**config.mk**
```make
export PLATFORM = sky130hd
export DESIGN_NAME = uart_rx
export DESIGN_NICKNAME = d
export VERILOG_FILES = /design/src/rtl/uart_pkg.sv /design/src/rtl/uart_baud_tick.sv /design/src/rtl/uart_rx.sv
export SDC_FILE = /design/constraint.sdc
export NUM_CORES = 1
export LEC_CHECK = 0
export BUFFER_PORTS_ARGS = -buffer_cell sky130_fd_sc_hd__buf_2
export CAP_MARGIN = 20
export CORE_MARGIN = 2
export CORE_UTILIZATION = 62
export CTS_CLUSTER_DIAMETER = 100
export DETAILED_ROUTE_END_ITERATION = 7
export GPL_ROUTABILITY_DRIVEN = 1
export PLACE_DENSITY_LB_ADDON = 0.25
export SETUP_SLACK_MARGIN = 0.15
export SLEW_MARGIN = 5
export SYNTH_ARGS = -nofsm -noshare
export SYNTH_HDL_FRONTEND = slang
export SYNTH_SLANG_ARGS = --single-unit
```
**constraint.sdc**
```tcl
create_clock -name clk -period 3.1 [get_ports clk]
set_input_delay 0.31 -clock clk [delete_from_list [all_inputs] [get_ports clk]]
set_output_delay 0.31 -clock clk [all_outputs]
set_load 0.02 [all_outputs]
```
**src/rtl/uart_pkg.sv**
```systemverilog
// Shared UART definitions: FSM states, oversampling constants and a parity helper.
// The receiver uses these, and a future transmitter is meant to use them as well.
package uart_pkg;

    typedef enum logic [2:0] {
        IDLE,
        START,
        DATA,
        PARITY,
        STOP
    } uart_state_e;

    localparam int OVERSAMPLE = 16;
    localparam int MID_SAMPLE = OVERSAMPLE / 2 - 1;
    localparam int LAST_TICK  = OVERSAMPLE - 1;
    localparam int DATA_BITS  = 8;

    // Returns 1 when the received parity bit does not match the data under the selected sense.
    function automatic logic parity_mismatch(input logic [DATA_BITS-1:0] data,
                                             input logic p,
                                             input logic odd);
        return (^{data, p}) != odd;
    endfunction

endpackage

```
**src/rtl/uart_baud_tick.sv**
```systemverilog
// Oversample tick generator: a one-cycle pulse every CLK_DIV clocks, with a synchronous clear
// so the phase can be realigned to a detected start edge.
module uart_baud_tick #(
    parameter int CLK_DIV = 1
) (
    input  logic clk,
    input  logic reset,
    input  logic clear,
    output logic tick
);

    localparam int CW = (CLK_DIV > 1) ? $clog2(CLK_DIV) : 1;

    logic [CW-1:0] cnt_q;
    logic [CW-1:0] cnt_d;

    always_comb begin
        tick = (cnt_q == CW'(CLK_DIV - 1));
        if (clear || tick) begin
            cnt_d = '0;
        end else begin
            cnt_d = cnt_q + CW'(1);
        end
    end

    always_ff @(posedge clk) begin
        if (reset) begin
            cnt_q <= '0;
        end else begin
            cnt_q <= cnt_d;
        end
    end

endmodule

```
**src/rtl/uart_rx.sv**
```systemverilog
// 16x oversampling UART receiver: 1 start, 8 data bits LSB first, optional parity, 1 stop.
// Each frame result is presented with a one-cycle data_valid strobe plus parity/framing flags.
module uart_rx
    import uart_pkg::*;
#(
    parameter int CLK_DIV    = 1,
    parameter int PARITY_EN  = 1,
    parameter int PARITY_ODD = 0
) (
    input  logic       clk,
    input  logic       reset,
    input  logic       rx,
    output logic [7:0] data_out,
    output logic       data_valid,
    output logic       parity_error,
    output logic       framing_error,
    output logic       busy
);

    uart_state_e state_q, state_d;
    logic        sync_q, sync_d;
    logic        rx_s_q, rx_s_d;
    logic [3:0]  tick_cnt_q, tick_cnt_d;
    logic [2:0]  bit_cnt_q, bit_cnt_d;
    logic [7:0]  shift_q, shift_d;
    logic        par_err_q, par_err_d;
    logic        armed_q, armed_d;
    logic [7:0]  data_out_q, data_out_d;
    logic        data_valid_q, data_valid_d;
    logic        parity_error_q, parity_error_d;
    logic        framing_error_q, framing_error_d;
    logic        tick;
    logic        baud_clear;

    uart_baud_tick #(
        .CLK_DIV(CLK_DIV)
    ) u_baud_tick (
        .clk  (clk),
        .reset(reset),
        .clear(baud_clear),
        .tick (tick)
    );

    always_ff @(posedge clk) begin
        if (reset) begin
            state_q         <= IDLE;
            sync_q          <= 1'b1;
            rx_s_q          <= 1'b1;
            tick_cnt_q      <= '0;
            bit_cnt_q       <= '0;
            shift_q         <= '0;
            par_err_q       <= 1'b0;
            armed_q         <= 1'b0;
            data_out_q      <= '0;
            data_valid_q    <= 1'b0;
            parity_error_q  <= 1'b0;
            framing_error_q <= 1'b0;
        end else begin
            state_q         <= state_d;
            sync_q          <= sync_d;
            rx_s_q          <= rx_s_d;
            tick_cnt_q      <= tick_cnt_d;
            bit_cnt_q       <= bit_cnt_d;
            shift_q         <= shift_d;
            par_err_q       <= par_err_d;
            armed_q         <= armed_d;
            data_out_q      <= data_out_d;
            data_valid_q    <= data_valid_d;
            parity_error_q  <= parity_error_d;
            framing_error_q <= framing_error_d;
        end
    end

    always_comb begin
        state_d         = state_q;
        sync_d          = rx;
        rx_s_d          = sync_q;
        tick_cnt_d      = tick_cnt_q;
        bit_cnt_d       = bit_cnt_q;
        shift_d         = shift_q;
        par_err_d       = par_err_q;
        armed_d         = armed_q | rx_s_q;
        data_out_d      = data_out_q;
        data_valid_d    = 1'b0;
        parity_error_d  = parity_error_q;
        framing_error_d = framing_error_q;

        case (state_q)
            IDLE: begin
                tick_cnt_d = '0;
                if (armed_q && !rx_s_q) begin
                    state_d = START;
                end
            end
            START: begin
                if (tick) begin
                    if (tick_cnt_q == 4'(MID_SAMPLE)) begin
                        tick_cnt_d = '0;
                        if (rx_s_q) begin
                            state_d = IDLE;
                        end else begin
                            state_d   = DATA;
                            bit_cnt_d = '0;
                            par_err_d = 1'b0;
                        end
                    end else begin
                        tick_cnt_d = tick_cnt_q + 4'd1;
                    end
                end
            end
            DATA: begin
                if (tick) begin
                    if (tick_cnt_q == 4'(LAST_TICK)) begin
                        shift_d[bit_cnt_q] = rx_s_q;
                        tick_cnt_d         = '0;
                        if (bit_cnt_q == 3'(DATA_BITS - 1)) begin
                            state_d = (PARITY_EN != 0) ? PARITY : STOP;
                        end else begin
                            bit_cnt_d = bit_cnt_q + 3'd1;
                        end
                    end else begin
                        tick_cnt_d = tick_cnt_q + 4'd1;
                    end
                end
            end
            PARITY: begin
                if (tick) begin
                    if (tick_cnt_q == 4'(LAST_TICK)) begin
                        par_err_d  = parity_mismatch(shift_q, rx_s_q, PARITY_ODD != 0);
                        tick_cnt_d = '0;
                        state_d    = STOP;
                    end else begin
                        tick_cnt_d = tick_cnt_q + 4'd1;
                    end
                end
            end
            STOP: begin
                if (tick) begin
                    if (tick_cnt_q == 4'(LAST_TICK)) begin
                        // A low stop bit leaves the receiver disarmed so a held-low break yields one frame.
                        data_out_d      = shift_q;
                        parity_error_d  = par_err_q;
                        framing_error_d = ~rx_s_q;
                        data_valid_d    = 1'b1;
                        armed_d         = rx_s_q;
                        tick_cnt_d      = '0;
                        state_d         = IDLE;
                    end else begin
                        tick_cnt_d = tick_cnt_q + 4'd1;
                    end
                end
            end
            default: begin
                state_d = IDLE;
            end
        endcase
    end

    always_comb begin
        busy          = (state_q != IDLE);
        baud_clear    = (state_q == IDLE);
        data_out      = data_out_q;
        data_valid    = data_valid_q;
        parity_error  = parity_error_q;
        framing_error = framing_error_q;
    end

endmodule

```
==> results.md <==
- Bufs on Longest Clock Path: 2
- # setup viols final: 0
- Max-slew violation total from the final report: 0
- Layout cells sized above 1: between 10% and 20%
- WL final: approximately 3300 µm
- Post-cts sizing count: 0
- Die Span Y: about 56 µm
- Leak: 0.000775 µW
- Synth cell types: 43
- Die area: ~0.0031 mm²
- Max incr delay on CP: between 600 and 700 ps
- Input/output buffers: 14
- Top post-synthesis cells by area: dfxtp_1 (41%), mux2i_1 (10%), nor2_1 (5.1%)
- DP Worst Slack: 1020 ps
- Crit end category: flip-flop
- # Post-CTS Setup Buffers: 0
- Hold Path Class: in2reg
- Row count: 18
- Yosys top cell area share: 40.6%
- Synth Register Bits: 34
- Seq/Total Area, Yosys: between 40% and 50%
- Die Width: about 56 µm
- Overall power: 811 µW
- Post-Synth XOR/XNOR Area: under 10%
- Ant. Diodes: 0
- Nets@finish: between 200 and 250
- I/O Pins: 15
- Antenna violations before repair: 0
- Max_cap viols: 0
- Highest clock rate: ~0.48 GHz
- Fillcell total: 203
- Largest net degree at the start of global routing: 35
- WP depth: 4
- Area leader, netlist: dfxtp_1
- Master of the slowest instance on the critical path: dfxtp_1
- Worst-case clock skew: between 15 and 20 ps
- DRC viols: 0
- Final worst slack: about 1000 ps
- Placer congestion estimate: around 0.8
- Critical Path, Cell by Cell: nor3b_1 > nand2_1 > or2_2 > a21oi_1
- Post-route ant nets: 0
- Hold EP: rx_s_d
- Vias in the first global route: 1219
- CTS Buf Count: 5
- DR vias/cell: 6.24
- Global route total overflow: 0
- WL per Instance: 14.7 µm
- CTS Root Cell: clkbuf_4
- Crit path buffers/inverters: 0
- Hold WS: approximately 160 ps
- Largest family of logic cells by synthesized area: simple AND/OR/NAND/NOR gates
- Synth warn: 0
- Worst hold stages: 2
- Period utilization: about two thirds
- CTS clock-pin slew for the worst setup and hold paths: around 110 ps
- RSZ-0062 raised after global routing: no
- CTS tree: done
- Minimum clock period after layout: approximately 2100 ps
- R2r setup slk: 1010 ps
- Mux cell area share after synthesis: 10.1%
- Clk_lat worst skew: 340 ps
- First-pass GRT wire length: 5470 µm
- Clock sinks: 34
- Via count: ~1.4k
- Core area: around 0.0025 mm²
- Total track usage: between 20 and 25%
- RR Endpoint: framing_error
- Fin. Hold Viols: 0
- Slew HR: 59.0%
- Critical Path AT: 2370 ps
- Starting density of the core: 66.5%
- Cells on worst reg2reg path: 4
- P per Cell Area: ~450 mW/mm²
- Fin cells: about 230
- Avg Inst Size Synth: just under 9 µm²
- DR pass1 iterations: 4
- Simple-gate share of the synthesized area: 24.5%
- H-tree levels: 2
- VDD IR max: 0.550 mV
- Status: finished clean
- Worst endpoint required time: ~3400 ps
- Critical path startpoint category: flip-flop
- Post-Syn Instances: 188
- # placed instances: about 220
- Area growth, synth to finish: 7.83%
- CP delay by family, top: simple AND/OR/NAND/NOR gates
- Crit Path Category: reg2reg
- Final TNS setup: 0 ps
- DR iter-0 viols: 44
- Syn Std Cell Area: roughly 0.0017 mm²
- Compound-Gate Fraction of Synth Area: between 10% and 20%
- HP Start: rx
- Post-detail-place hpwl: between 2000 and 2500 µm
- Adder-Cell Fraction of Synth Area: under 10%
- Worst slew pin tran: between 600 and 700 ps
- Reg2reg start: state_q[2]
- Syn nets: approximately 190
- Maximum fanout along the worst path: 18
- Post-CTS Hold Buffers: 0
-- state kept, by name (all words and copies together), names as in the netlist, 3 cells and up --
signal and count:
state_q 3, bit_cnt_q 3, data_out 8, shift_q 8, tick_cnt_q 4
-- layer usage --
metal / routed length, µm / GRT usage [%]
met5: 0 / 0
met2: 1470 / 32.9
met1: 1540 / 29.0
met4: 82 / 11.9
met3: 212 / 6.05
-- worst max path at each step --
| stage | start | to | slack (ps) |
|---|---|---|---|
| detailed placement | state_q[2] | framing_error | 1020 |
| floorplan | bit_cnt_q[0] | bit_cnt_q[0] | 1260 |
| global placement | state_q[2] | framing_error | 1130 |
| CTS | state_q[2] | framing_error | 1020 |
| finish | state_q[2] | framing_error | 1010 |
| global route | state_q[2] | framing_error | 800 |
-- where the power goes --
| group | switching (µW) | internal [µW] |
|---|---|---|
| Sequential | 7.47 | 440 |
| Combinational | 17.0 | 11.4 |
| Clock | 147 | 188 |
-- layout make-up --
class                   instances  area (µm²)  share of cell area [%]
clock buffers                   6        51.3                    2.84
clock inverters                 1        30.0                    1.66
inverters                       4        15.0                   0.830
multi-input cells             136         925                    51.1
flip-flops and latches         34         681                    37.6
well taps                      30        37.5                    2.07
repair buffers                 14        70.1                    3.87
-- worst register-to-register path: cells and delay by family, from the launching register on --
family	cells	cell delay [ps]
flops	1	670
simple gates	3	1260
compound gates	1	110
-- metrics by stage --
stage | utilization [%] | area (µm²)
after floorplan | - | 1680
final | 71.7 | 1810
after detailed placement | 68.5 | 1730
after CTS | 71.7 | 1810
after global placement | 68.5 | 1730
after global routing | 71.7 | 1810
-- placed cells by master, fill, tap and decap left out, types with 3 or more instances in the layout --
cell type	instances
a21oi_1	11
buf_2	14
clkbuf_4	5
dfxtp_1	34
ha_1	3
inv_1	4
mux2i_1	17
nand2_1	6
nand2b_1	3
nand4_1	10
nor2_1	23
nor2b_1	3
nor3_1	4
nor4_1	3
o21ai_0	9
or2_2	5
xnor2_1	5
-- synth_stat cells --
library cell / count
a32o_1: 1
conb_1: 1
or4_1: 1
nor2_1: 23
or3b_1: 1
o21a_1: 2
nand3_1: 2
xnor3_1: 1
or4b_1: 2
nand2b_1: 3
nor3_1: 4
a311o_1: 1
a311oi_1: 1
nor3b_2: 1
xnor2_1: 5
and4b_2: 1
nor2b_1: 3
nand3b_1: 2
o311ai_0: 2
inv_1: 4
ha_1: 3
a211oi_1: 2
nor4_1: 3
nor3b_1: 2
nand4_1: 10
xor2_1: 1
o32a_1: 1
a21o_1: 1
or3_1: 1
o32ai_1: 1
or2_2: 5
nor4b_1: 1
o2111ai_1: 1
a21oi_1: 11
a31oi_1: 1
buf_2: 4
dfxtp_1: 34
clkbuf_1: 10
nand2_1: 6
o21ai_0: 9
nand4b_1: 2
mux2i_1: 17
a32oi_1: 1
-- kinds of logic (layout without fill, tap and decap cells) --
logic type,count (synthesis),after routing
simple gates,73,73
buf+inv,18,25
fa+ha+maj,3,3
flops,34,34
compound gates,35,35
xor+xnor,7,7
other cells,1,1
mux,17,17
(Power assumes the default switching activity.)
